===== src/rtl/mem_wb_pipe.sv =====
// -----------------------------------------------------------------------------
// mem_wb_pipe
//
// MEM -> WB pipeline register with a two-entry skid buffer. Loads are
// extracted and sign/zero-extended when an entry is captured, so the
// write-back value is driven straight from a register.
//
// Parameters
//   DATA_W : datapath width (32 or 64)
//   REG_W  : register-address width
//   CNT_W  : retire-counter width
//
// Ports
//   clk, rst        : clock, synchronous active-high reset
//   in_valid        : upstream MEM entry is valid
//   in_ready        : an entry can be accepted this cycle (register-only)
//   control_wb_in   : [0] regwrite, [1] memtoreg
//   load_size_in    : 00 byte, 01 half, 1x full width
//   load_signed_in  : sign-extend sub-word loads
//   byte_off_in     : byte offset of the load within the low 32 bits
//   read_data_in    : memory read data
//   alu_result_in   : ALU result
//   write_reg_in    : destination register
//   flush           : discard all held and incoming entries
//   out_valid       : WB entry presented
//   out_ready       : WB consumes the presented entry this cycle
//   regwrite        : presented entry writes a register (0 when idle)
//   memtoreg        : presented entry is a load (0 when idle)
//   wb_data         : write-back value of the presented entry
//   wb_reg          : destination register of the presented entry
//   fwd_en          : out_valid & regwrite, for forwarding logic
//   retire_count    : wrapping count of retired register-writing entries
// -----------------------------------------------------------------------------
module mem_wb_pipe #(
  parameter int DATA_W = 32,
  parameter int REG_W  = 5,
  parameter int CNT_W  = 16
) (
  input  logic              clk,
  input  logic              rst,
  input  logic              in_valid,
  output logic              in_ready,
  input  logic [1:0]        control_wb_in,
  input  logic [1:0]        load_size_in,
  input  logic              load_signed_in,
  input  logic [1:0]        byte_off_in,
  input  logic [DATA_W-1:0] read_data_in,
  input  logic [DATA_W-1:0] alu_result_in,
  input  logic [REG_W-1:0]  write_reg_in,
  input  logic              flush,
  output logic              out_valid,
  input  logic              out_ready,
  output logic              regwrite,
  output logic              memtoreg,
  output logic [DATA_W-1:0] wb_data,
  output logic [REG_W-1:0]  wb_reg,
  output logic              fwd_en,
  output logic [CNT_W-1:0]  retire_count
);

  // One pipeline entry as it will be presented to WB.
  typedef struct packed {
    logic              regwrite;
    logic              memtoreg;
    logic [DATA_W-1:0] data;
    logic [REG_W-1:0]  rd;
  } entry_t;

  localparam logic [1:0] SIZE_BYTE = 2'b00;
  localparam logic [1:0] SIZE_HALF = 2'b01;

  entry_t            prim_q;
  entry_t            skid_q;
  entry_t            in_entry;
  logic              prim_valid;
  logic              skid_valid;
  logic              consume;
  logic              accept;
  logic              prim_free;
  logic              to_prim;
  logic              to_skid;
  logic [CNT_W-1:0]  count_q;

  // ---------------------------------------------------------------------------
  // Load extraction and extension. Sub-word fields always come from the
  // low 32 bits; a half-word ignores the low offset bit.
  // ---------------------------------------------------------------------------
  function automatic logic [DATA_W-1:0] extend_load(
    input logic [1:0]        size,
    input logic              sgn,
    input logic [1:0]        off,
    input logic [DATA_W-1:0] rdata
  );
    logic [31:0]       low;
    logic [7:0]        byte_val;
    logic [15:0]       half_val;
    logic [DATA_W-1:0] result;
    low      = rdata[31:0];
    byte_val = low[{off, 3'b000} +: 8];
    half_val = off[1] ? low[31:16] : low[15:0];
    case (size)
      SIZE_BYTE: result = {{(DATA_W-8){sgn & byte_val[7]}}, byte_val};
      SIZE_HALF: result = {{(DATA_W-16){sgn & half_val[15]}}, half_val};
      default:   result = rdata;
    endcase
    return result;
  endfunction

  // ---------------------------------------------------------------------------
  // Incoming entry, fully formed before capture.
  // ---------------------------------------------------------------------------
  // NOTE: every field gets a value on every path through an always_comb;
  // a field left unassigned on some path would infer a latch.
  always_comb begin
    in_entry          = '0;
    // Register zero is hard-wired, so a write to it is dropped here.
    in_entry.regwrite = control_wb_in[0] & (write_reg_in != '0);
    in_entry.memtoreg = control_wb_in[1];
    in_entry.rd       = write_reg_in;
    if (control_wb_in[1]) begin
      in_entry.data = extend_load(load_size_in, load_signed_in,
                                  byte_off_in, read_data_in);
    end else begin
      in_entry.data = alu_result_in;
    end
  end

  // ---------------------------------------------------------------------------
  // Handshake. in_ready depends only on the skid valid bit, which keeps
  // out_ready off any combinational path to the upstream stage.
  // ---------------------------------------------------------------------------
  assign in_ready  = ~skid_valid;
  assign consume   = prim_valid & out_ready;
  assign accept    = in_valid & ~skid_valid & ~flush;
  assign prim_free = ~prim_valid | consume;
  // Primary only takes the new entry when nothing older is waiting in skid.
  assign to_prim   = accept & prim_free & ~skid_valid;
  assign to_skid   = accept & ~to_prim;

  // ---------------------------------------------------------------------------
  // Valid bits and primary payload.
  // ---------------------------------------------------------------------------
  // NOTE: sequential state uses non-blocking assignments so every register
  // samples pre-edge values regardless of statement order.
  always_ff @(posedge clk) begin
    if (rst) begin
      prim_valid <= 1'b0;
      skid_valid <= 1'b0;
      prim_q     <= '0;
    end else if (flush) begin
      // Payload is left alone; the cleared valid bits already hide it.
      prim_valid <= 1'b0;
      skid_valid <= 1'b0;
    end else begin
      if (prim_free) begin
        if (skid_valid) begin
          prim_valid <= 1'b1;
          prim_q     <= skid_q;
        end else if (accept) begin
          prim_valid <= 1'b1;
          prim_q     <= in_entry;
        end else begin
          prim_valid <= 1'b0;
        end
      end
      skid_valid <= (skid_valid & ~prim_free) | to_skid;
    end
  end

  // NOTE: the skid payload has no reset; skid_valid gates it, and it is
  // never observed on an output without first passing through primary.
  always_ff @(posedge clk) begin
    if (to_skid && !flush && !rst) begin
      skid_q <= in_entry;
    end
  end

  // ---------------------------------------------------------------------------
  // Retire counter. A consume on a flush cycle still retires the entry
  // that WB took, so flush is deliberately absent here.
  // ---------------------------------------------------------------------------
  always_ff @(posedge clk) begin
    if (rst) begin
      count_q <= '0;
    end else if (consume && prim_q.regwrite) begin
      count_q <= count_q + 1'b1;
    end
  end

  // ---------------------------------------------------------------------------
  // Outputs. Control bits are masked by valid so an idle stage never
  // advertises a write.
  // ---------------------------------------------------------------------------
  assign out_valid    = prim_valid;
  assign regwrite     = prim_valid & prim_q.regwrite;
  assign memtoreg     = prim_valid & prim_q.memtoreg;
  assign fwd_en       = prim_valid & prim_q.regwrite;
  assign wb_data      = prim_q.data;
  assign wb_reg       = prim_q.rd;
  assign retire_count = count_q;

endmodule


===== config.mk =====
export PLATFORM = sky130hd
export DESIGN_NAME = mem_wb_pipe
export DESIGN_NICKNAME = d
export VERILOG_FILES = /design/src/rtl/mem_wb_pipe.sv
export SDC_FILE = /design/constraint.sdc
export NUM_CORES = 1
export LEC_CHECK = 0
export CORE_AREA = 4 4 110 112
export CTS_CLUSTER_DIAMETER = 40
export DETAILED_ROUTE_END_ITERATION = 16
export DIE_AREA = 0 0 114 116
export GPL_ROUTABILITY_DRIVEN = 0
export PLACE_DENSITY = 0.79
export SETUP_SLACK_MARGIN = 0.3
export SLEW_MARGIN = 20
export SYNTH_ARGS = -nofsm -noshare
export SYNTH_HDL_FRONTEND = slang
export SYNTH_SLANG_ARGS = --single-unit

===== constraint.sdc =====
create_clock -name clk -period 2.93 [get_ports clk]
set_input_delay 0.586 -clock clk [delete_from_list [all_inputs] [get_ports clk]]
set_output_delay 0.586 -clock clk [all_outputs]
set_load 0.05 [all_outputs]

### After elaboration in Yosys (flattened, before gate mapping)

Index checks and enable logic that the tools add are counted.

| operators by class | value |
|---|---|
| add/sub/neg operators | 1 |
| eq/ne operators | 1 |
| shifts and indexed selects | 1 |
| muxes and demuxes | 7 |
| bitwise operators | 19 |
| reduce and logical (&&, ||, !) cells | 10 |

Operator list:

| operator | count |
|---|---|
| $mux W39 | 2 |
| $pmux W32 S2 | 1 |
| $mux W32 | 1 |
| $shiftx A32 B6 Y8 | 1 |
| $add A16 B1 Y16 const B | 1 |
| $mux W16 | 1 |
| $and A1 B1 Y1 | 12 |
| $not A1 Y1 | 5 |
| $reduce_bool A5 Y1 | 1 |
| $logic_and A1 B1 Y1 | 3 |
| $reduce_and A3 Y1 | 1 |
| $eq A2 B1 Y1 const B | 1 |
| $logic_not A1 Y1 | 2 |
| $logic_not A2 Y1 | 1 |
| $mux W1 | 2 |
| $or A1 B1 Y1 | 2 |
| $reduce_bool A2 Y1 | 1 |
| $reduce_or A2 Y1 | 1 |

| storage, ports and cells | value |
|---|---|
| bits in registers | 96 |
| bits of input ports | 81 |

### Logic depth before layout (Yosys ltp)

| logic depth | value |
|---|---|
| depth after elaboration | 9 |
| gate-level depth with buffers | 6 |
| mapped depth without buffers | 4 |

### Worst setup path after synthesis

Ideal clock, no wire load.

| timing path | value |
|---|---|
| kind | flip-flop to flip-flop |
| from | register skid_valid |
| to | register skid_q[0] (netlist name) (enable) |
| library setup time | 399 ps |
| arrival | 2325 ps |
| required time | 2531 ps |
| setup slack | 206 ps |
| stages on the path, launching flop included | 4 |
| clock period less this slack | 2724 ps |
| cells stage by stage | dfxtp_1 inv_1 buf_1 and4_1 |

| on the way | value |
|---|---|
| cells in the longest elaborated chain, start to end | 9 |

Ends and longest elaborated chain:

| item | RTL line | text |
|---|---|---|
| start: declaration | 76 | `logic skid_valid;` |
| start signal: assignment | 166 | `skid_valid <= (skid_valid & ~prim_free) \| to_skid;` |
| $not A1 Y1 (*) | -- |  |
| via in_ready | 42 | `output logic in_ready,` |
| $and A1 B1 Y1 (2 in series) | 134 | `assign accept = in_valid & ~skid_valid & ~flush;` |
| $and A1 B1 Y1 (2 in series) | 137 | `assign to_prim = accept & prim_free & ~skid_valid;` |
| $not A1 Y1 | 138 | `assign to_skid = accept & ~to_prim;` |
| $and A1 B1 Y1 (*) | 138 |  |
| $logic_and A1 B1 Y1 (*) (2 in series) | 173 | `if (to_skid && !flush && !rst) begin` |
| end signal: assignment | 174 | `skid_q <= in_entry;` |
| end: declaration | 73 | `entry_t skid_q;` |

The timed path passes the listed nets; every way through them passes the cells marked *.
A chain may end at the register's enable or synchronous reset.

### Final worst setup path

| timing path | value |
|---|---|
| from | input byte_off_in[1] |
| to | register prim_q, in the netlist wb_data[9] |

| on the way | value |
|---|---|
| cells in the longest elaborated chain, start to end | 6 |

Ends and longest elaborated chain:

| item | RTL line | text |
|---|---|---|
| start: declaration | 46 | `input logic [1:0] byte_off_in,` |
| $shiftx A32 B6 Y8 | 99 | `byte_val = low[{off, 3'b000} +: 8];` |
| $and A1 B1 Y1 | 102 | `SIZE_BYTE: result = {{(DATA_W-8){sgn & byte_val[7]}}, byte_val};` |
| $pmux W32 S2 (*) | 101 | `case (size)` |
| $mux W32 (*) | 120 | `if (control_wb_in[1]) begin` |
| $mux W39 (*) | 159 | `end else if (accept) begin` |
| $mux W39 (*) | 156 | `if (skid_valid) begin` |
| end signal: assignment | 158 | `prim_q <= skid_q;` |
| end signal: assignment | 161 | `prim_q <= in_entry;` |
| end: declaration | 72 | `entry_t prim_q;` |

Every way passes the cells marked *; elsewhere a longest branch is shown, timed or not. The select of a mux whose other input is x is not followed.

==> results.md <==
* Simple-gate area share of the yosys netlist at 0.1968
* Fin. Hold Viols at 0
* ANT nets after route at 0
* Setup bufs post-CTS at 0
* Synth Area per Inst at 8.985 µm²
* Worst vdd ir at 0.3119 mV
* Number of gates resized after cts at 0
* CP peak stage delay at 0.62 ns
* Fin nets at 759
* Synth cell types at 48
* Port bufs at between 100 and 150
* Lkg Pwr at 2.423 nW
* Crit path DAT at between 2 and 3 ns
* Period utilization at 0.8459
* Post-Syn Instances at 590
* CTS tree: done
* Crit-path cells: clkdlybuf4s50_1 > mux4_2 > a311o_2 > o211ai_1 > a311oi_1
* Req. time, crit path at 3.13 ns
* PwrDens at 494.5 nW/µm²
* Placed cell count at just over 800
* Post-Syn Area at about 5300 µm²
* Vias in the first global route at about 4,700
* Layout fillers at 992
* Reg clk slew, reported paths at 0.06 ns
* Clk buf depth at 2
* Root Driver: clkbuf_16
* Synth Register Bits at 96
* Layout cells sized above 1 at 0.06891
* Fin crit period at 2.479 ns
* Ys flop type: dfxtp_1
* Final instance area at 6860 µm²
* Seq/Total Area, Yosys at 0.4362
* Tot Pwr at between 3 and 4 mW
* I/O Pins at 139
* RSZ-0062 raised after global routing: no
* ANT cells at 0
* Core Area at ~11,000 µm²
* Area of the multi-input gates at around 2500 µm²
* Critical Path Start Type: input port
* F_max at 403.5 MHz
* DRC violations left at 0
* Placed Area at 6538 µm²
* Area growth from synthesis to layout at 29.41%
* Slew @ Worst Pin at 0.8344 ns
* Net count after synthesis at 672
* WS Path Type: input port to register
* Slew headroom at 0.4420
* All-Layer GR Usage at 0.2242
* Asr flop ratio synth at 0
* Row count at 39
* Sink Count at 96
* Synthesized-area fraction occupied by adder cells at 0.002360
* Pre-Repair DR Iteration Count at 5
* Register area at 2313 µm²
* Largest register FFs at 39
* DP Wirelength at 10,550 µm
* Status: finished clean
* Crit-path leading delay family: compound AO/OA/AOI/OAI gates
* Post-synthesis mux area share at 0.04768
* CTS Hold Bufs at 0
* Hold Slack at 0.4968 ns
* Post-synthesis compound-gate area fraction at 0.2122
* Post-Route WL at 14,760 µm
* Routed vias/inst at 5.841
* Worst path slowest cell: clkdlybuf4s50_1
* Vert. Die Dim at 116 µm
* Antenna violations before repair at 0
* Vias at 4,819
* Crit end category: register
* Wire per inst at 17.89 µm
* CP Max Fanout at 14
* GRT overflow at 0
* Clock skew at approximately 0.006 ns
* Num CTS Buffers at 9
* Main combinational cell family by area after synthesis: compound AO/OA/AOI/OAI gates
* Worst path bufs/invs at 1
* Max Cap Viol at 0
* First-pass GRT wire length at between 20,000 and 25,000 µm
* Synth warn at 0
* Slew Limit Fails at 0
* Starting DRC count in detailed routing at about 550
* Htree depth at 3
* Die X at 114 µm
* Min-Delay Path Class: register to register
* XOR/XNOR Fraction of Synth Area at 0.01652
* EDFF count, synth at 39
* Fin cells at 825
* Setup violators final at 0
* Largest register by flop count: skid_q
* Die area at 13,220 µm²
* Clk Latency, worst-skew pair at approximately 0.34 ns
* Largest net degree at the start of global routing at 61
* Initial core utilization at 0.4724
==> path summary, 6_finish.rpt <==
path | from | end | slack (ns) | cells after the start
setup / recovery | byte_off_in[1] | wb_data[9] | 0.45 | 5
hold / removal | wb_data[15] | wb_data[15] | 0.50 | 2
setup reg to reg | skid_valid | wb_data[19] | 0.69 | 4
hold reg to reg | wb_data[15] | wb_data[15] | 0.50 | 2
==> final cells by class <==
cell class / instances / area share
clock buffer: 10 / 0.03338
clock inverter: 6 / 0.01222
inverter: 4 / 0.002189
multi-input combinational: 412 / 0.3701
sequential: 96 / 0.3372
tap: 143 / 0.02608
timing repair buffer: 154 / 0.2189
==> power breakdown <==
group	internal (mW)	switching [mW]	total (mW)
registers	1.44	0.0245	1.46
logic	0.289	0.387	0.676
clock network	0.744	0.511	1.26
total	2.47	0.923	3.39
==> cells in the mapped netlist (7+ instances only) <==
| master | n | share of area |
|---|---|---|
| clkbuf_1 | 30 | 0.021 |
| mux2i_1 | 23 | 0.043 |
| edfxtp_1 | 39 | 0.22 |
| nor3_1 | 17 | 0.016 |
| o22a_1 | 7 | 0.012 |
| dfxtp_1 | 57 | 0.22 |
| o211ai_1 | 20 | 0.028 |
| a211o_1 | 16 | 0.026 |
| buf_4 | 40 | 0.057 |
| a211oi_1 | 22 | 0.031 |
| nor2_1 | 105 | 0.074 |
| nand2_1 | 38 | 0.027 |
| o21a_1 | 9 | 0.013 |
| nor2b_1 | 27 | 0.032 |
| a311oi_1 | 17 | 0.028 |
| o21ai_0 | 34 | 0.032 |
| o31ai_1 | 10 | 0.014 |
==> cell usage in the layout (no fill, tap or decap), drive strengths merged, types with 3 or more instances in the layout <==
cell type and n:
a211oi 22, mux2i 23, buf 19, o22a 7, o211ai 23, o31ai 10
a21oi 6, nand4 5, inv 4, xor2 6, nand3 6, nand2b 3
xnor2 4, and2 4, and4 3, dfxtp 57, nand2 38, nor2b 27
nor2 105, or4 3, o21ai 34, nor3 18, or3 3, and3 3
o21a 9, a311oi 17, a211o 16, clkbuf 10, clkdlybuf4s50 135, edfxtp 39
==> per-stage QoR <==
stage | worst slack, ns | TNS (ns) | utilization
after global placement | 0.07862 | 0 | 0.5825
after global routing | 0.3254 | 0 | 0.6113
after CTS | 0.3267 | 0 | 0.6104
after detailed placement | -0.01507 | -0.05465 | 0.5825
after floorplan | 0.5309 | 0 | -
final | 0.4515 | 0 | 0.6113
==> cells by family after synthesis <==
logic type / after synthesis
adder cells (fa/ha/maj): 1
AO/OA/AOI/OAI: 153
buffers and inverters: 82
XOR/XNOR: 10
multiplexers: 24
flip-flops: 96
AND/OR/NAND/NOR: 224
==> worst reg2reg max path: stages (launching register included) <==
cell      delay, ns
dfxtp_2        0.61
nor2_1         0.20
or3_1          0.40
a31oi_2        0.69
a211oi_1       0.18
==> per-layer routing <==
layer  track usage  vias to the layer above  routed length, µm  part of all wire
li1              -                     2286                  -                 -
met1        0.2869                     2250               5967              0.40
met2        0.3813                      257               7174              0.49
met3       0.04178                       26               1288             0.087
met4       0.07838                        0                331             0.022
met5             0                        -                  0                 0
No activity file was read; power rests on OpenSTA's default activity.
